### src/rtl/uart_bus_port.sv
// Byte-wide 8N1 UART on the 68000 odd byte lane with TX/RX FIFOs.
// Each bus access has exactly one side effect. Bus control folds ACK into DTACK.

module uart_bus_port #(
  parameter int CLKDIV  = 87,
  parameter int FIFO_AW = 4
) (
  input  logic       CPUCLK_IN,
  input  logic       RESET_IN,
  input  logic       CS_IN,
  input  logic       AS_IN,
  input  logic       WR_IN,
  input  logic       LDS_IN,
  input  logic       REG_IN,
  input  logic [7:0] DATA_IN,
  output logic [7:0] DATA_OUT,
  output logic       DATA_OE,
  output logic       ACK,
  output logic       IRQ,
  input  logic       RXD_IN,
  output logic       TXD
);

  localparam logic [15:0]      C_FULL  = 16'(CLKDIV - 1);
  localparam logic [15:0]      C_HALF  = 16'(CLKDIV / 2 - 1);
  localparam int               DEPTH   = 2 ** FIFO_AW;
  localparam logic [FIFO_AW:0] C_DEPTH = (FIFO_AW + 1)'(DEPTH);

  typedef enum logic [1:0] {S_IDLE, S_START, S_DATA, S_STOP} state_t;

  // Bus access decode
  logic w_acc, w_start, r_acc_d;
  logic w_rd, w_rd_data, w_wr_data, w_wr_stat;
  logic [7:0] r_data_out, w_status, w_rd_value;
  logic r_irq, r_ferr, r_rovr;

  // FIFO index 0 = TX, 1 = RX
  logic [1:0]      w_push, w_pop, w_empty, w_full;
  logic [1:0][7:0] w_wdata, w_head;

  logic        w_tx_pop, w_tx_tick, w_tx_idle, w_txd;
  state_t      r_tx_state, w_tx_state_next;
  logic [15:0] r_tx_cnt;
  logic [2:0]  r_tx_bit;
  logic [7:0]  r_tx_shift;

  logic        r_rxd_meta, r_rxd_sync, r_rxd_prev, w_rx_fall;
  logic        w_rx_tick, w_rx_push, w_ferr_set, w_rovr_set;
  state_t      r_rx_state, w_rx_state_next;
  logic [15:0] r_rx_cnt;
  logic [2:0]  r_rx_bit;
  logic [7:0]  r_rx_shift;

  assign w_acc     = CS_IN & AS_IN & LDS_IN;
  assign w_start   = w_acc & ~r_acc_d;
  assign w_rd      = w_start & ~WR_IN;
  assign w_rd_data = w_start & ~WR_IN & ~REG_IN;
  assign w_wr_data = w_start & WR_IN & ~REG_IN;
  assign w_wr_stat = w_start & WR_IN & REG_IN;

  assign ACK      = w_acc & r_acc_d;
  assign DATA_OE  = w_acc & ~WR_IN;
  assign DATA_OUT = r_data_out;
  assign IRQ      = r_irq;
  assign TXD      = w_txd;

  assign w_tx_idle  = (r_tx_state == S_IDLE) & w_empty[0];
  assign w_status   = {3'b000, r_ferr, r_rovr, w_tx_idle, ~w_full[0], ~w_empty[1]};
  assign w_rd_value = REG_IN ? w_status : (w_empty[1] ? 8'h00 : w_head[1]);

  always_ff @(posedge CPUCLK_IN) begin
    if (RESET_IN) begin
      r_acc_d    <= 1'b0;
      r_data_out <= 8'h00;
      r_irq      <= 1'b0;
      r_ferr     <= 1'b0;
      r_rovr     <= 1'b0;
    end else begin
      r_acc_d <= w_acc;
      if (w_rd) r_data_out <= w_rd_value;
      r_irq  <= ~w_empty[1];
      // A set in the same cycle as a W1C clear wins
      r_ferr <= w_ferr_set | (r_ferr & ~(w_wr_stat & DATA_IN[4]));
      r_rovr <= w_rovr_set | (r_rovr & ~(w_wr_stat & DATA_IN[3]));
    end
  end

  assign w_push  = {w_rx_push, w_wr_data};
  assign w_pop   = {w_rd_data, w_tx_pop};
  assign w_wdata = {r_rx_shift, DATA_IN};

  for (genvar gi = 0; gi < 2; gi++) begin : g_fifo
    logic [7:0]         r_mem [DEPTH];
    logic [FIFO_AW-1:0] r_wr_ptr, r_rd_ptr;
    logic [FIFO_AW:0]   r_count;
    logic               w_do_push, w_do_pop;

    assign w_empty[gi] = (r_count == '0);
    assign w_full[gi]  = (r_count == C_DEPTH);
    assign w_do_push   = w_push[gi] & ~w_full[gi];
    assign w_do_pop    = w_pop[gi] & ~w_empty[gi];
    assign w_head[gi]  = r_mem[r_rd_ptr];

    always_ff @(posedge CPUCLK_IN) begin
      if (w_do_push) r_mem[r_wr_ptr] <= w_wdata[gi];
    end

    always_ff @(posedge CPUCLK_IN) begin
      if (RESET_IN) begin
        r_wr_ptr <= '0;
        r_rd_ptr <= '0;
        r_count  <= '0;
      end else begin
        if (w_do_push) r_wr_ptr <= r_wr_ptr + 1'b1;
        if (w_do_pop)  r_rd_ptr <= r_rd_ptr + 1'b1;
        if (w_do_push & ~w_do_pop)      r_count <= r_count + 1'b1;
        else if (~w_do_push & w_do_pop) r_count <= r_count - 1'b1;
      end
    end
  end

  // Transmitter
  assign w_tx_tick = (r_tx_cnt == C_FULL);

  always_ff @(posedge CPUCLK_IN) begin
    if (RESET_IN) r_tx_state <= S_IDLE;
    else          r_tx_state <= w_tx_state_next;
  end

  always_comb begin
    w_tx_state_next = r_tx_state;
    case (r_tx_state)
      S_IDLE:  if (~w_empty[0]) w_tx_state_next = S_START;
      S_START: if (w_tx_tick) w_tx_state_next = S_DATA;
      S_DATA:  if (w_tx_tick && r_tx_bit == 3'd7) w_tx_state_next = S_STOP;
      S_STOP:  if (w_tx_tick) w_tx_state_next = w_empty[0] ? S_IDLE : S_START;
      default: w_tx_state_next = S_IDLE;
    endcase
  end

  always_comb begin
    w_tx_pop = 1'b0;
    w_txd    = 1'b1;
    case (r_tx_state)
      S_IDLE:  w_tx_pop = ~w_empty[0];
      S_START: w_txd = 1'b0;
      S_DATA:  w_txd = r_tx_shift[0];
      S_STOP:  w_tx_pop = w_tx_tick & ~w_empty[0];
      default: w_txd = 1'b1;
    endcase
  end

  always_ff @(posedge CPUCLK_IN) begin
    if (RESET_IN) begin
      r_tx_cnt   <= '0;
      r_tx_bit   <= '0;
      r_tx_shift <= '0;
    end else begin
      if (r_tx_state == S_IDLE || w_tx_tick) r_tx_cnt <= '0;
      else                                   r_tx_cnt <= r_tx_cnt + 1'b1;
      if (w_tx_pop) begin
        r_tx_shift <= w_head[0];
        r_tx_bit   <= '0;
      end else if (r_tx_state == S_DATA && w_tx_tick) begin
        r_tx_shift <= {1'b0, r_tx_shift[7:1]};
        r_tx_bit   <= r_tx_bit + 1'b1;
      end
    end
  end

  // Receiver; the line is asynchronous so it is synchronized before use
  always_ff @(posedge CPUCLK_IN) begin
    if (RESET_IN) begin
      r_rxd_meta <= 1'b1;
      r_rxd_sync <= 1'b1;
      r_rxd_prev <= 1'b1;
    end else begin
      r_rxd_meta <= RXD_IN;
      r_rxd_sync <= r_rxd_meta;
      r_rxd_prev <= r_rxd_sync;
    end
  end

  assign w_rx_fall = r_rxd_prev & ~r_rxd_sync;
  assign w_rx_tick = (r_rx_state == S_START) ? (r_rx_cnt == C_HALF) : (r_rx_cnt == C_FULL);

  always_ff @(posedge CPUCLK_IN) begin
    if (RESET_IN) r_rx_state <= S_IDLE;
    else          r_rx_state <= w_rx_state_next;
  end

  always_comb begin
    w_rx_state_next = r_rx_state;
    case (r_rx_state)
      S_IDLE:  if (w_rx_fall) w_rx_state_next = S_START;
      S_START: if (w_rx_tick) w_rx_state_next = r_rxd_sync ? S_IDLE : S_DATA;
      S_DATA:  if (w_rx_tick && r_rx_bit == 3'd7) w_rx_state_next = S_STOP;
      S_STOP:  if (w_rx_tick) w_rx_state_next = S_IDLE;
      default: w_rx_state_next = S_IDLE;
    endcase
  end

  always_comb begin
    w_rx_push  = 1'b0;
    w_ferr_set = 1'b0;
    if (r_rx_state == S_STOP && w_rx_tick) begin
      w_rx_push  = r_rxd_sync;
      w_ferr_set = ~r_rxd_sync;
    end
    w_rovr_set = w_rx_push & w_full[1];
  end

  always_ff @(posedge CPUCLK_IN) begin
    if (RESET_IN) begin
      r_rx_cnt   <= '0;
      r_rx_bit   <= '0;
      r_rx_shift <= '0;
    end else begin
      if (r_rx_state == S_IDLE || w_rx_tick) r_rx_cnt <= '0;
      else                                   r_rx_cnt <= r_rx_cnt + 1'b1;
      if (r_rx_state == S_IDLE) begin
        r_rx_bit <= '0;
      end else if (r_rx_state == S_DATA && w_rx_tick) begin
        r_rx_shift <= {r_rxd_sync, r_rx_shift[7:1]};
        r_rx_bit   <= r_rx_bit + 1'b1;
      end
    end
  end

endmodule

### config.mk
export PLATFORM = sky130hd
export DESIGN_NAME = uart_bus_port
export DESIGN_NICKNAME = d
export VERILOG_FILES = /design/src/rtl/uart_bus_port.sv
export SDC_FILE = /design/constraint.sdc
export NUM_CORES = 1
export LEC_CHECK = 0
export BUFFER_PORTS_ARGS = -buffer_cell sky130_fd_sc_hd__buf_2
export CAP_MARGIN = 20
export CORE_MARGIN = 3
export CORE_UTILIZATION = 45
export CTS_BUF_LIST = sky130_fd_sc_hd__clkbuf_2
export CTS_CLUSTER_DIAMETER = 120
export CTS_CLUSTER_SIZE = 8
export DETAILED_ROUTE_END_ITERATION = 8
export PLACE_DENSITY = 0.66
export SETUP_SLACK_MARGIN = 0.15
export SLEW_MARGIN = 40
export SYNTH_ARGS = -nofsm -noshare
export SYNTH_HDL_FRONTEND = slang
export SYNTH_SLANG_ARGS = --single-unit
### constraint.sdc
create_clock -name CPUCLK_IN -period 4.4 [get_ports CPUCLK_IN]
set_clock_uncertainty 0.2 [all_clocks]
set_input_delay 0 -clock CPUCLK_IN [delete_from_list [all_inputs] [get_ports CPUCLK_IN]]
set_output_delay 0 -clock CPUCLK_IN [all_outputs]
set_load 0.01 [all_outputs]
Word level (Yosys, flattened, before mapping)
Memory sizes are Yosys's and may differ from the RTL's. A register that Yosys moved wholly into a read port is not among the register bits.
Index checks and enable logic that the tools add are counted.
{"block": "word_totals", "reg_bits": 99, "ram_bits": 256, "input_bits": 16, "output_inout_bits": 12, "mem_count": 2}
{"block": "classes", "add_sub_neg": 12, "n_eq_ne": 21, "n_mux": 33, "n_bitwise": 43, "reduce_logical": 21}
{"memory": "g_fifo[0].r_mem", "depth": 16, "word_bits": 8, "rd": 1, "rd_ports_with_merged_regs": 1, "wr": 1, "line_no": "93", "source": "logic [7:0] r_mem [DEPTH];"}
{"memory": "g_fifo[1].r_mem", "depth": 16, "word_bits": 8, "rd": 1, "rd_ports_with_merged_regs": 1, "wr": 1, "line_no": "93"}
{"cell": "16-bit by 1-bit adder with 16-bit output, second input constant", "n": 2}
{"cell": "16-bit by 7-bit == test with 1-bit output, second input constant", "n": 2}
{"cell": "8-bit two-way mux", "n": 4}
{"cell": "1-bit bitwise AND", "n": 26}
{"cell": "5-bit two-way mux", "n": 4}
{"cell": "2-bit two-way mux", "n": 9}
{"cell": "4-bit by 1-bit adder with 4-bit output, second input constant", "n": 4}
{"cell": "16-bit by 6-bit == test with 1-bit output, second input constant", "n": 1}
{"cell": "4-bit two-way mux", "n": 4}
{"cell": "2-bit != test, second input constant", "n": 8}
{"cell": "2-bit case mux with 4 select lines", "n": 2}
{"cell": "1-bit NOT", "n": 15}
{"cell": "5-bit by 1-bit adder with 5-bit output, second input constant", "n": 2}
{"cell": "5-bit == test, second input constant", "n": 2}
{"cell": "5-bit logical NOT", "n": 2}
{"cell": "5-bit by 1-bit subtractor with 5-bit output, second input constant", "n": 2}
{"cell": "2-bit == test, second input constant", "n": 4}
{"cell": "1-bit two-way mux", "n": 8}
{"cell": "4-bit AND reduction", "n": 2}
{"cell": "2-bit OR reduction", "n": 4}
{"cell": "3-bit by 1-bit adder with 3-bit output, second input constant", "n": 2}
{"cell": "3-bit == test, second input constant", "n": 2}
{"cell": "2-bit nonzero test", "n": 3}
{"cell": "1-bit logical AND", "n": 5}
{"cell": "other kinds (6)", "n": 11}

Depth between registers and ports, before layout
{"block": "logic_depth", "ltp_word": 10, "mapped_depth": 16, "ltp_nobuf": 14}

Worst setup path before layout
OpenSTA, ideal clock, no wires.
{"block": "synth_timing", "kind": "flip-flop to flip-flop", "start": "reg r_tx_cnt[11]", "end": "reg g_fifo[0].r_count[4]", "t_arrival_ns": 3.123, "t_required_ns": 4.130, "setup_slack_ns": 1.007, "stages_incl_launch_ff": 15, "path_cell_list": "dfxtp_1 > or4_4 > nor4_4 > o2bb2ai_4 > inv_4 > buf_6 > buf_6 > ha_1 > inv_1 > ha_1 > a21o_1 > a21oi_1 > xnor2_1 > or3_1 > a21oi_1"}
{"block": "synth_between", "elab_chain_cells": 7, "word_cells_on_any_way": 9}
{"element": "from (decl)", "line_no": "43", "source": "logic [15:0] r_tx_cnt;"}
{"element": "from (signal assigned)", "line_no": "160", "source": "else r_tx_cnt <= r_tx_cnt + 1'b1;"}
{"element": "16-bit by 7-bit == test with 1-bit output *", "line_no": "123", "source": "assign w_tx_tick = (r_tx_cnt == C_FULL);"}
{"element": "1-bit bitwise AND *", "line_no": "148", "source": "S_STOP: w_tx_pop = w_tx_tick & ~w_empty[0];"}
{"element": "1-bit case mux with 2 select lines *", "line_no": "144", "source": "case (r_tx_state)"}
{"element": "1-bit bitwise AND *", "line_no": "101", "source": "assign w_do_pop = w_pop[gi] & ~w_empty[gi];"}
{"element": "1-bit NOT", "line_no": "116", "source": "if (w_do_push & ~w_do_pop) r_count <= r_count + 1'b1;"}
{"element": "1-bit bitwise AND", "line_no": "116"}
{"element": "5-bit two-way mux or 2-bit nonzero test (tied branches)"}
{"element": "to (signal assigned)", "line_no": "116"}
{"element": "to (signal assigned)", "line_no": "117", "source": "else if (~w_do_push & w_do_pop) r_count <= r_count - 1'b1;"}
{"element": "to (decl)", "line_no": "95", "source": "logic [FIFO_AW:0] r_count;"}
Every way passes the cells marked *; elsewhere a longest branch is shown, timed or not.
A chain may end at the register's enable or synchronous reset.

Worst setup path in the final report
{"block": "layout_timing", "start": "reg r_acc_d", "end": "reg g_fifo[1].r_count[4]"}
{"block": "layout_between", "elab_chain_cells": 8, "word_cells_on_any_way": 10}
{"element": "from (decl)", "line_no": "32", "source": "logic w_acc, w_start, r_acc_d;"}
{"element": "from (signal assigned)", "line_no": "79", "source": "r_acc_d <= w_acc;"}
{"element": "1-bit NOT *", "line_no": "55", "source": "assign w_start = w_acc & ~r_acc_d;"}
{"element": "1-bit bitwise AND *", "line_no": "55"}
{"element": "1-bit bitwise AND * (2 in a row)", "line_no": "57", "source": "assign w_rd_data = w_start & ~WR_IN & ~REG_IN;"}
{"element": "1-bit bitwise AND *", "line_no": "101"}
{"element": "1-bit NOT", "line_no": "116"}
{"element": "1-bit bitwise AND", "line_no": "116"}
{"element": "5-bit two-way mux or 2-bit nonzero test (tied branches)"}
{"element": "to (signal assigned)", "line_no": "116"}
{"element": "to (signal assigned)", "line_no": "117"}
{"element": "to (decl)", "line_no": "95"}
Marked as above.

==> out/metrics.csv <==
stage,metric,value,unit
global_route,grt_pass1_wl,47.59,mm
layout,drive_gt1_share,21.65,%
drt,m1WireLength,13.77,mm
setup_path,cp-end-kind,flop,
drt,firstDrtPassIters,5,
timing,slew_headroom,46.00,%
logic_synthesis,synth_cell_type_count,57,
setup_path,crit_family,compound AO/OA/AOI/OAI gates,
logic_synthesis,yosys-top-cells-area,"edfxtp_1 52%, dfxtp_1 14%, mux4_2 7.9%",
cts,clk_pin_slew,170,ps
setup_path,start_kind,flop,
setup_path,critPathBufInv,3,
drt,drtAntennaViolNets,0,
drt,vias,8427,
placement,place_area,15520,µm²
setup_path,worst_ep_required_time,4970,ps
setup_path,crit_chain,"nand4b_1, dlygate4sd3_1, a2111oi_2, inv_1, ha_1, inv_1, ha_1, a21o_1, a21oi_1, xnor2_1, or3_1, a21oi_1",
drt,wl_per_cell,19.14,µm
logic_synthesis,synthMuxAreaShare,12.39,%
power_and_ir_drop,p_per_area,383.1,nW/µm²
timing,worst_pin_slew,808.5,ps
global_route,grt_usage,17.07,%
placement,dpl.hpwl,19.04,mm
cts,cts_sinks,363,
logic_synthesis,synth_edf_count,256,
setup_path,critPathMaxFanout,7,
layout,nets,1141,
power_and_ir_drop,total_leakage_power,0.005330,µW
placement,numPlacedInstances,1437,
drt,viasPerCell,5.392,
die,die_w,187.4,µm
timing,min_period,4021,ps
logic_synthesis,seq_area_frac_synth,66.38,%
cts,post_cts_resized,0,
logic_synthesis,synth.most_common_cell,edfxtp_1,
die,fp.dieH,187.4,µm
layout,area_growth,10.50,%
logic_synthesis,synth_commonest_cells,"256 x edfxtp_1, 117 x nor2_1, 107 x dfxtp_1",
logic_synthesis,synthXorXnorAreaFrac,2.543,%
logic_synthesis,synth-simple-area-share,8.973,%
setup_path,critical-path-slowest-cell,a2111oi_2,
logic_synthesis,synth_nets,1047,
layout,final_area,16360,µm²
drt,drtIter0Drc,606,
setup_path,cpPeakStageDelay,770,ps
timing,fin_setup_tns,0,ps
layout,nFillCells,2673,
logic_synthesis,ys.flop_type,edfxtp_1,
timing,maxSlewViolCount,0,
hold_path,hold_path.class,in -> reg,
power_and_ir_drop,max-vdd-ir-drop,0.1719,mV
cts,cts_inserted_buffers,51,
cts,root_buffer,clkbuf_2,
drt,drt_wl_total,29.91,mm
timing,setup_violations,0,
die,row_count,65,
cts,htreeDepth,2,
run,max-cap-violations,0,
drt,routed.top_layer,met4,
logic_synthesis,avgSynthCellArea,14.84,µm²
setup_path,crit_arrival,4600,ps
timing,fin_hold_ws,151.8,ps
logic_synthesis,synthesis.area,14810,µm²
setup_path,path_class,reg -> reg,
layout,instances_no_fill,1563,
global_route,grt_max_degree,27,
drt,wl_met3,1.703,mm
logic_synthesis,synth_compound_area_share,4.740,%
logic_synthesis,synth_largest_area_cell,edfxtp_1,
outcome,status,completed,
logic_synthesis,synth_top_area_share,51.91,%
drt,met2_length,13.85,mm
logic_synthesis,synthAdderAreaFrac,2.890,%
cts,cts_buffer_depth,3,
placement,port_buffers,27,
cts,clk_latency,850,ps
logic_synthesis,yosysWarnings,0,
placement,gp_congestion,0.7908,
die,core_area,31960,µm²
global_route,antenna_found_initial,1,
die,start_util,46.33,%
logic_synthesis,ys_async_sr_fraction,0,%
drt,drc,0,
timing,max_freq,248.7,MHz
logic_synthesis,postSynthRegisterBits,363,
logic_synthesis,syn_inst,998,
timing,finalHoldViolations,0,
timing,fin_crit_sh,91.39,%
die,die-area,35120,µm²
global_route,grt.overflow.total,0,
global_route,grt_pass1_vias,8538,
logic_synthesis,synth_top_family_by_area,multiplexers,
timing,rsz0062_at_grt,false,
cts,cts_tree,yes,
die,ios,28,
[cells by family (layout without fill, tap and decap cells)]
group / count (synthesis) / in the layout
flip-flops: 363 / 363
AND/OR/NAND/NOR: 270 / 270
multiplexers: 117 / 117
AO/OA/AOI/OAI: 99 / 99
buffers and inverters: 73 / 202
XOR/XNOR: 43 / 43
adder cells (fa/ha/maj): 33 / 33
other: 0 / 1
[what timing repair did]
item | in CTS | in global routing
setup buffers | 0 | 0
endpoints found under the hold margin | 323 | 0
endpoints found under the setup margin | 0 | 0
hold buffers | 37 | 0
[metrics by stage]
step                      setup slack (ps)  utilization, %  power [µW]
after floorplan                       1007               -        4544
after global routing                 165.3           51.20        6594
after CTS                            395.8           51.13        6338
final                                378.9           51.20        6269
after detailed placement             909.2           48.56        4721
after global placement               932.3           48.44        4710
[layout make-up]
class	count	area (µm²)	area share (%)
repair buffers	90	700.7	4.282
flip-flops and latches	363	9837	60.12
multi-input cells	562	4737	28.95
clock inverters	3	23.77	0.1453
diodes	1	2.502	0.01529
clock buffers	85	425.4	2.600
inverters	24	92.59	0.5658
well taps	435	544.3	3.326
[per-layer routing]
metal	vias up	track usage (%)
met3	47	3.036
met1	4170	24.43
met5	-	0
met4	0	4.560
met2	216	27.18
li1	3994	-
[cell usage in the layout (no fill, tap or decap), types with 3 or more instances in the layout]
| cell | instances |
|---|---|
| edfxtp_1 | 256 |
| dfxtp_1 | 103 |
| nor2_1 | 95 |
| clkbuf_2 | 85 |
| mux2i_1 | 55 |
| mux4_2 | 52 |
| dlygate4sd3_1 | 37 |
| nand2_1 | 36 |
| ha_1 | 31 |
| buf_2 | 27 |
| a21oi_1 | 26 |
| buf_4 | 26 |
| xor2_1 | 24 |
| nand3_1 | 23 |
| a211oi_1 | 23 |
| inv_1 | 22 |
| nor2_2 | 22 |
| xnor2_1 | 19 |
| nor3_1 | 17 |
| o21ai_0 | 13 |
| nand4_1 | 12 |
| or3_1 | 10 |
| mux2_2 | 10 |
| nor2b_1 | 9 |
| and3_1 | 9 |
| nand2b_1 | 8 |
| a22oi_1 | 8 |
| a2111oi_0 | 6 |
| and4_1 | 5 |
| a21o_1 | 5 |
| nand4b_1 | 3 |
| nand3b_1 | 3 |
| or2_2 | 3 |
| dfxtp_2 | 3 |
[worst min-delay path: cells and delay by family]
family	cells	cell delay (ps)
buffers and inverters	3	720
AO/OA/AOI/OAI	1	140
AND/OR/NAND/NOR	1	290
[flip-flops by register name (all words and copies together) (netlist names), named ones only]
| name | count |
|---|---|
| r_rxd_sync | 1 |
| g_fifo.r_wr_ptr | 8 |
| g_fifo.r_mem | 256 |
| r_rx_bit | 3 |
| r_rx_shift | 8 |
| r_tx_shift | 8 |
| r_tx_state | 2 |
| r_rx_state | 1 |
| r_rxd_prev | 1 |
| r_tx_bit | 3 |
| r_acc_d | 1 |
| r_ferr | 1 |
| DATA_OUT | 8 |
| IRQ | 1 |
| r_rxd_meta | 1 |
| r_tx_cnt | 16 |
| g_fifo.r_rd_ptr | 8 |
| r_rovr | 1 |
| r_rx_cnt | 16 |
| g_fifo.r_count | 10 |
[where the power goes]
| part | internal, µW | total (µW) | switching [µW] | leakage, µW |
|---|---|---|---|---|
| combinational | 413 | 843 | 431 | 0.00177 |
| clock | 498 | 1610 | 1110 | 0.000357 |
| sequential | 3700 | 3820 | 119 | 0.00320 |
[path summary, 6_finish.rpt]
check | start | to | slack, ps | cells after the start
worst max-delay path | r_acc_d | g_fifo[1].r_count[4] | 380 | 12
worst min-delay path | WR_IN | DATA_OUT[0] | 150 | 5
worst max register to register | r_acc_d | g_fifo[1].r_count[4] | 380 | 12
worst min register to register | r_rxd_meta | r_rxd_sync | 250 | 1
Note: power is estimated with default switching activity, not from simulation.
